<file path="config.mk">
export PLATFORM = sky130hd
export DESIGN_NAME = dbus_bridge
export DESIGN_NICKNAME = d
export VERILOG_FILES = /design/src/rtl/dbus_bridge.sv
export SDC_FILE = /design/constraint.sdc
export NUM_CORES = 1
export LEC_CHECK = 0
export ABC_CLOCK_PERIOD_IN_PS = 2500
export CORE_AREA = 5 5 127 129
export CTS_CLUSTER_SIZE = 8
export DETAILED_ROUTE_END_ITERATION = 8
export DIE_AREA = 0 0 132 134
export MAX_ROUTING_LAYER = met4
export PLACE_DENSITY = 0.9
export SYNTH_ARGS = -nofsm -noshare
export SYNTH_HDL_FRONTEND = slang
export SYNTH_SLANG_ARGS = --single-unit
</file>
<file path="constraint.sdc">
create_clock -name clk -period 2.5 [get_ports clk]
set_input_delay 0.375 -clock clk [delete_from_list [all_inputs] [get_ports clk]]
set_output_delay 0.375 -clock clk [all_outputs]
set_load 0.03 [all_outputs]
</file>
<file path="src/rtl/dbus_bridge.sv">
// Data-side bus bridge: routes CPU word loads/stores to a synchronous data RAM
// or to memory-mapped LED, switch and cycle-counter registers.
module dbus_bridge #(
  parameter int RAM_AW = 10,
  parameter int LED_W  = 16,
  parameter int SW_W   = 16
) (
  input  logic              clk,
  input  logic              rst,
  input  logic              cpu_req,
  input  logic              cpu_we,
  input  logic [31:0]       cpu_addr,
  input  logic [31:0]       cpu_wdata,
  output logic [31:0]       cpu_rdata,
  output logic              cpu_ready,
  output logic              bus_err,
  output logic              ram_en,
  output logic              ram_we,
  output logic [RAM_AW-1:0] ram_addr,
  output logic [31:0]       ram_wdata,
  input  logic [31:0]       ram_rdata,
  input  logic [SW_W-1:0]   sw_in,
  output logic [LED_W-1:0]  led_out
);

  typedef enum logic [1:0] {S_IDLE, S_ACCESS, S_CAPTURE, S_RESP} state_t;
  typedef enum logic [2:0] {T_RAM, T_LED, T_SW, T_CNT, T_NONE} tgt_t;

  // Word-address decode; byte lane bits never reach the decoder.
  function automatic tgt_t f_decode(input logic [29:0] w);
    tgt_t t;
    t = T_NONE;
    if (w[29:RAM_AW] == '0)         t = T_RAM;
    else if (w == 30'h3FFF_FFC0)    t = T_LED;
    else if (w == 30'h3FFF_FFC1)    t = T_SW;
    else if (w == 30'h3FFF_FFC2)    t = T_CNT;
    return t;
  endfunction

  state_t            r_state;
  state_t            w_state_nxt;
  tgt_t              r_tgt;
  tgt_t              w_tgt_in;
  logic              r_we;
  logic [31:0]       r_rdata;
  logic              r_ready;
  logic              r_err;
  logic              r_ram_en;
  logic              r_ram_we;
  logic [RAM_AW-1:0] r_ram_addr;
  logic [31:0]       r_ram_wdata;
  logic [LED_W-1:0]  r_led;
  logic [31:0]       r_cnt;
  logic [SW_W-1:0]   r_sw_s1;
  logic [SW_W-1:0]   r_sw_s2;
  logic [1:0]        w_unused_addr_lsb;

  assign w_unused_addr_lsb = cpu_addr[1:0];
  assign w_tgt_in          = f_decode(cpu_addr[31:2]);

  always_comb begin
    w_state_nxt = r_state;
    case (r_state)
      S_IDLE:    if (cpu_req) w_state_nxt = S_ACCESS;
      S_ACCESS:  w_state_nxt = (r_tgt == T_RAM && !r_we) ? S_CAPTURE : S_RESP;
      S_CAPTURE: w_state_nxt = S_RESP;
      S_RESP:    w_state_nxt = S_IDLE;
      default:   w_state_nxt = S_IDLE;
    endcase
  end

  always_ff @(posedge clk) begin
    if (rst) begin
      r_state     <= S_IDLE;
      r_tgt       <= T_NONE;
      r_we        <= 1'b0;
      r_rdata     <= '0;
      r_ready     <= 1'b0;
      r_err       <= 1'b0;
      r_ram_en    <= 1'b0;
      r_ram_we    <= 1'b0;
      r_ram_addr  <= '0;
      r_ram_wdata <= '0;
      r_led       <= '0;
      r_cnt       <= '0;
      r_sw_s1     <= '0;
      r_sw_s2     <= '0;
    end else begin
      r_state  <= w_state_nxt;
      r_ready  <= (w_state_nxt == S_RESP);
      r_err    <= (w_state_nxt == S_RESP) && (r_tgt == T_NONE);
      r_ram_en <= 1'b0;
      r_ram_we <= 1'b0;
      r_sw_s1  <= sw_in;
      r_sw_s2  <= r_sw_s1;
      r_cnt    <= r_cnt + 32'd1;
      case (r_state)
        S_IDLE: begin
          if (cpu_req) begin
            r_we        <= cpu_we;
            r_tgt       <= w_tgt_in;
            r_ram_addr  <= cpu_addr[RAM_AW+1:2];
            r_ram_wdata <= cpu_wdata;
            r_ram_en    <= (w_tgt_in == T_RAM);
            r_ram_we    <= (w_tgt_in == T_RAM) && cpu_we;
          end
        end
        S_ACCESS: begin
          // I/O side effects and I/O read data both resolve on this edge.
          if (r_we) begin
            if (r_tgt == T_LED) r_led <= r_ram_wdata[LED_W-1:0];
            if (r_tgt == T_CNT) r_cnt <= r_ram_wdata;
          end else begin
            case (r_tgt)
              T_LED:   r_rdata <= 32'(r_led);
              T_SW:    r_rdata <= 32'(r_sw_s2);
              T_CNT:   r_rdata <= r_cnt;
              T_NONE:  r_rdata <= '0;
              default: r_rdata <= r_rdata;
            endcase
          end
        end
        S_CAPTURE: r_rdata <= ram_rdata;
        default: ;
      endcase
    end
  end

  assign cpu_rdata = r_rdata;
  assign cpu_ready = r_ready;
  assign bus_err   = r_err;
  assign ram_en    = r_ram_en;
  assign ram_we    = r_ram_we;
  assign ram_addr  = r_ram_addr;
  assign ram_wdata = r_ram_wdata;
  assign led_out   = r_led;

endmodule

</file>
==> results by group, run 1 <==
Yosys
  • Synth Flop Type: dfxtp_1
  • Main area contributors after synthesis: dfxtp_1 (49%), a21oi_1 (6.0%), nand2_1 (5.6%)
  • Syn_area_per_cell: between 8 and 9 µm²
  • Number of synthesized flops with an enable pin: 0
  • Synthesized Nets: 916
  • #FFs+latches synth: 164
  • Syn Std Cell Area: 0.00677 mm²
  • Post-synthesis cell count: 795
  • Seq/Total Area, Yosys: between 40% and 50%
  • Post-synthesis async set-or-reset flop share: 0%
  • Synth warn: 0
  • Post-synthesis cell type count: 45
  • Largest area contributor in the netlist: dfxtp_1
  • Yosys top cell area share: about half

Power
  • P_leak: about 3.5 nW
  • Peak VDD IR: 558 µV
  • Cell Pwr Density: between 800 and 900 mW/mm²

Timing
  • Slew HR: 54.5%
  • Max Clock Skew: roughly 8.8 ps
  • RSZ-0062 raised after global routing: false
  • Final period utilization: 85.3%
  • Setup Total Neg Slack: 0 ps
  • Minimum clock period: 2130 ps
  • Final Setup Violations: 0
  • Final hold violation count: 0
  • Max Clk Rate: 469 MHz
  • Pins Over Slew Limit: 0
  • Worst slew pin tran: 683 ps

Clock network
  • Clk slew on worst S/H paths: approximately 70 ps
  • # Post-CTS Setup Buffers: 0
  • Root buf cell: clkbuf_16
  • CTS tree: done
  • Clk_lat worst skew: 430 ps
  • Num Clock Sinks: 164
  • # resized after CTS: 0
  • CTS Hold Buffers Added: 0
  • CTS Buf Count: 17
  • H-tree levels: 4
  • Clock Tree Buf Depth: 2

Worst setup path
  • Worst path cell trace: or3b_2, a21oi_1, mux2_2, nand2b_1, o22ai_1
  • Crit-path leading delay family: simple AND/OR/NAND/NOR gates
  • Worst-path maximum fanout: 16
  • WP buf/inv: 0
  • Worst setup EP type: register
  • Worst EP required: 2840 ps
  • Critical Path AT: 2470 ps
  • CP max stage delay: between 500 and 600 ps
  • Crit-path slowest cell: or3b_2
  • Critical Path Source Type: register
  • Setup Crit Path Kind: reg2reg

Global routing
  • Total global-route track usage: 22.0%
  • Overflow left after global routing: 0
  • Number of global-route vias before repair: 6133
  • Initial antenna violation count: 0
  • Largest net degree at the start of global routing: 92
  • Wire length of the first global-routing pass: 30800 µm

Hold path
  • Hold Path Class: in2reg

Floorplan
  • Core area: 0.0149 mm²
  • Die W: 132 µm
  • IO Count: 210
  • Initial core utilization: 45.4%
  • Row count: 45
  • Die H: 134 µm
  • Die area: 0.0177 mm²

Flow run
  • Max_cap viols: 0

Status
  • Outcome: finished clean

Layout
  • Reg area: roughly 0.0033 mm²
  • Multi-input logic area: 0.00315 mm²
  • Final std cells w/o fill: 1182
  • Nets: 1102
  • P&R area growth vs syn: 41.7%
  • Share of cells above drive strength 1: 6.84%
  • Fillers: 1192
  • Diode count: 0

Placed design
  • GP Congestion: a little over 0.8
  • Inst Count DP: 1150
  • Final HPWL DP: 14000 µm
  • Buffers on Ports: 207

Route
  • Wirelength per Cell: 16.5 µm
  • Post-route ant nets: 0
  • Drt total wl: 19500 µm
  • Routed vias/inst: between 5 and 6
  • Iteration-0 DRC Markers: about 540
  • Via Count: 6312
  • DRC Markers: 0
  • DRT Pass-1 Iters: 5
## cell usage after synthesis, drive strengths merged, types with 2 or more instances
cell	n
or3	3
nor2	79
clkbuf	45
nor2b	35
nand3	14
a22o	5
nor3b	3
a211oi	41
and2	3
buf	13
and4b	2
nor4b	2
nand4	14
o22ai	16
nor3	3
a221oi	16
o21ai	38
nand2	101
xnor2	13
nand2b	17
a21oi	81
ha	5
xor2	15
mux2i	3
dfxtp	164
a311oi	2
and3	22
inv	23
nor4	9
## power breakdown
group	switching, W	internal (W)	total, W
clock	0.00115	0.00145	0.00260
sequential	0.000215	0.00294	0.00315
combinational	0.00158	0.00108	0.00266
total	0.00294	0.00547	0.00841
## cell type report
class / count / area share, %
clock buffer: 18 / 4.58
clock inverter: 14 / 1.60
inverter: 23 / 0.900
multi-input combinational: 550 / 32.8
sequential: 164 / 34.2
tap: 188 / 2.45
timing repair buffer: 225 / 23.4
## metal layers
layer | wire (µm) | vias to the layer above | global-route usage (%) | part of all wire, %
met4 | 452 | 0 | 9.94 | 2.3
li1 | - | 3138 | - | -
met5 | 0 | - | - | 0
met2 | 9290 | 228 | 34.2 | 48
met1 | 8360 | 2916 | 27.5 | 43
met3 | 1440 | 30 | 4.73 | 7.4
## cells by family (layout without fill, tap and decap cells)
group,after synthesis,after routing,share of synthesized area [%]
AOI/OAI and AO/OA,201,201,18.3
xor gates and xnor gates,28,28,3.62
adders and majority gates,5,5,0.924
buffers and inverters,81,280,5.14
DFF,164,164,48.5
muxes,4,4,0.610
and+or+nand+nor,312,312,22.9
## state kept, by name, summed over array words and instances (netlist names)
register,count
r_sw_s1,16
r_sw_s2,16
ram_en,1
ram_we,1
r_we,1
ram_addr,10
ram_wdata,32
r_cnt,32
r_state,2
r_tgt,3
cpu_rdata,32
led_out,16
cpu_ready,1
bus_err,1
## cells in the final DEF (no fill, tap or decap), types with 3 or more instances in the layout
cell type / instances
a211oi_1: 38
dfxtp_1: 164
clkbuf_16: 17
nand2_1: 99
nand2b_1: 17
a21oi_1: 81
nand4_1: 14
clkdlybuf4s50_1: 206
and3_1: 21
inv_8: 4
mux2i_1: 3
o21ai_0: 37
buf_4: 16
buf_12: 3
nor3_1: 3
a22o_1: 5
xnor2_1: 13
nor4_1: 8
o22ai_1: 16
nor2_1: 79
inv_1: 23
xor2_1: 15
nor2b_1: 35
inv_6: 7
ha_1: 5
nand3_1: 13
a221oi_1: 16
a211oi_2: 3
## worst reg2reg max path: stages (launching register included)
cell,delay [ps]
dfxtp_1,450
or3b_2,520
a21oi_1,150
mux2_2,230
nand2b_1,380
o22ai_1,320
## worst paths after layout
kind,startpoint,endpoint,slack [ps],cells past startpoint
setup / recovery,r_tgt[2],cpu_rdata[5],370,5
hold / removal,rst,r_tgt[1],380,2
setup reg to reg,r_tgt[2],cpu_rdata[5],370,5
hold reg to reg,r_sw_s1[11],r_sw_s2[11],440,1
## metrics by stage
stage	power (W)	hold WS (ps)	utilization (%)	setup WS (ps)	instance area, µm²
CTS	0.00849	370	64.3	391	9590
global placement	0.00581	423	60.3	206	9000
global route	0.00881	396	64.3	227	9590
floorplan	0.00473	414	-	681	6770
detailed placement	0.00587	424	60.3	127	9000
finish	0.00841	382	64.3	368	9590
Power figures use the tool's default switching activity.
==> run 2: changes to the inputs <==
Settings changed: CTS_CLUSTER_DIAMETER set to 30.
==> results of run 2 <==
The final DEF is identical to that of run 1; final timing and power are the same.
==> run 3: changes to the inputs <==
Settings changed: ABC_CLOCK_PERIOD_IN_PS 2500 to 2700, CORE_AREA 5 5 127 129 to 2 2 143 145, DIE_AREA 0 0 132 134 to 0 0 145 147, PLACE_DENSITY 0.9 to 0.73.
Clock period 2.5 ns to 2.7 ns, I/O delays scaled along.
==> run 3 against run 2 <==
Compared with the run above: final cell count grew 7.0%; via count shrank 2.0%; setup slack gained 190 ps; core utilization shrank 16 points; combinational power shrank 8.6%; sequential power shrank 7.3%; register-to-register slack gained 190 ps; worst hold slack lost 8.4 ps; routed wire length grew 0.66%; maximum frequency shrank 0.39%; first-iteration DRC count shrank 13%; sequential cell count is the same.
==> results by group, run 3 (synthesis gave the netlist of run 1 again) <==
Layout
  • P&R area growth vs syn: 43.0% (was 41.7%)
  • Nets: 1102 (unchanged)
  • Fillers: 1890 (was 1192)
  • Commonest non-fill, non-tap cell in the layout: clkdlybuf4s50_1 (unchanged)
  • Commonest non-fill, non-tap cells in the layout: clkdlybuf4s50_1 (206), dfxtp_1 (164), nand2_1 (99) (unchanged)
  • Post-route cell area: 0.00968 mm² (was 0.00959 mm²)
  • Final std cells w/o fill: 1265 (was 1182)
  • Share of cells above drive strength 1: 6.84% (unchanged)

Timing
  • Final WS setup: 560 ps (was 368 ps)
  • Final period utilization: 79.3% (was 85.3%)
  • Max Clock Skew: 10.8 ps (was 8.76 ps)
  • Slew HR: 50.8% (was 54.5%)
  • Setup Total Neg Slack: 0 ps (unchanged)
  • Pins Over Slew Limit: 0 (unchanged)
  • RSZ-0062 raised after global routing: false (unchanged)
  • Final Setup Violations: 0 (unchanged)
  • Final hold violation count: 0 (unchanged)
  • Max Clk Rate: 467 MHz (was 469 MHz)
  • Minimum clock period: 2140 ps (was 2130 ps)
  • Worst slew pin tran: 738 ps (was 683 ps)

Clock network
  • CTS tree: done (unchanged)
  • # resized after CTS: 0 (unchanged)
  • Num Clock Sinks: 164 (unchanged)
  • CTS Buf Count: 17 (unchanged)
  • # Post-CTS Setup Buffers: 0 (unchanged)
  • Clock Tree Buf Depth: 2 (unchanged)
  • Clk_lat worst skew: 430 ps (about the same)
  • CTS Hold Buffers Added: 0 (unchanged)
  • H-tree levels: 4 (unchanged)
  • Clk slew on worst S/H paths: 70 ps (about the same)
  • Root buf cell: clkbuf_16 (unchanged)

Route
  • DRT Pass-1 Iters: 5 (unchanged)
  • Routed vias/inst: 4.89 (was 5.34)
  • DRC Markers: 0 (unchanged)
  • Post-route ant nets: 0 (unchanged)
  • Iteration-0 DRC Markers: 473 (was 542)
  • Drt total wl: 19700 µm (was 19500 µm)
  • Via Count: 6185 (was 6312)
  • Wirelength per Cell: 15.5 µm (was 16.5 µm)

Worst setup path
  • Critical Path AT: 2480 ps (was 2470 ps)
  • Worst-path maximum fanout: 48 (was 16)
  • Worst EP required: 3040 ps (was 2840 ps)
  • Worst setup EP type: register (unchanged)
  • Critical Path Source Type: register (unchanged)
  • Setup Crit Path Kind: reg2reg (unchanged)

Floorplan
  • Row count: 52 (was 45)
  • Die area: 0.0213 mm² (was 0.0177 mm²)
  • Initial core utilization: 34.1% (was 45.4%)
  • Core area: 0.0198 mm² (was 0.0149 mm²)
  • Die W: 145 µm (was 132 µm)
  • IO Count: 210 (unchanged)
  • Die H: 147 µm (was 134 µm)

Global routing
  • Wire length of the first global-routing pass: 31600 µm (was 30800 µm)
  • Initial antenna violation count: 1 (was 0)
  • Total global-route track usage: 19.1% (was 22.0%)
  • Overflow left after global routing: 0 (unchanged)
  • Largest net degree at the start of global routing: 89 (was 92)
  • Number of global-route vias before repair: 5821 (was 6133)

Power
  • Sw Share: 35.6% (was 35.0%)
  • Sw Pwr: 0.00277 W (was 0.00294 W)
  • P_leak: 3.50 nW (was 3.51 nW)
  • Logic pwr share: 31.3% (was 31.6%)
  • Total power: 0.00778 W (was 0.00841 W)
  • Register share of total power: 37.6% (was 37.5%)
  • Cell Pwr Density: 804 mW/mm² (was 877 mW/mm²)
  • Internal Power: 0.00501 W (was 0.00547 W)
  • Peak VDD IR: 504 µV (was 558 µV)
  • Clk pwr share: 31.2% (was 30.9%)

Placed design
  • Pre-CTS setup slack: 255 ps (was 127 ps)
  • Inst Count DP: 1232 (was 1150)
  • Post-Place Cell Area: 0.00909 mm² (was 0.00900 mm²)
  • Buffers on Ports: 207 (unchanged)
  • GP Congestion: 0.799 (was 0.829)
  • Final HPWL DP: 13900 µm (was 14000 µm)

Status
  • Outcome: finished clean (unchanged)

Flow run
  • Max_cap viols: 0 (unchanged)

Hold path
  • Hold Path Class: in2reg (unchanged)
run 3: routing by layer:
layer	vias up	GRT usage, %	wire (µm)	part of all wire, %
met1	2814	25.5	9490	48
met2	195	28.1	8550	43
li1	3146	-	-	-
met4	0	6.58	453	2.3
met3	30	5.06	1170	5.9
met5	-	-	0	0
run 3: power by group through the flow:
stage | logic [W] | registers (W) | clock network [W]
floorplan | 0.000951 | 0.00343 | 0
global placement | 0.00242 | 0.00297 | 0
CTS | 0.00245 | 0.00292 | 0.00248
detailed placement | 0.00244 | 0.00298 | 0
finish | 0.00243 | 0.00292 | 0.00242
global route | 0.00264 | 0.00296 | 0.00258
run 3: per-stage QoR:
stage	hold slack, ps	util [%]
floorplan	414	-
global placement	422	45.8
detailed placement	422	45.8
CTS	368	48.8
global route	402	48.8
finish	374	48.8
run 3: area by class of cell:
cell class	instances	area (µm²)	area share, %
diodes	1	2.50	0.0259
well taps	270	338	3.49
clock inverters	15	163	1.68
flip-flops and latches	164	3280	33.9
multi-input cells	550	3150	32.5
repair buffers	225	2230	23.0
inverters	23	86.3	0.892
clock buffers	17	425	4.40
run 3: worst paths after layout:
check             startpoint  slack (ps)  cells past startpoint       endpoint
setup / recovery    r_tgt[2]         560                      6  cpu_rdata[18]
hold / removal           rst         370                      2     r_state[0]
setup reg to reg    r_tgt[2]         560                      6  cpu_rdata[18]
hold reg to reg   r_sw_s1[8]         440                      1     r_sw_s2[8]
run 3: critical path, cell delays in order (launching register included):
cell      delay, ps
dfxtp_1         460
or3b_2          520
a21oi_1         150
mux2_2          200
buf_4           420
nor2_1           80
a211oi_1        210
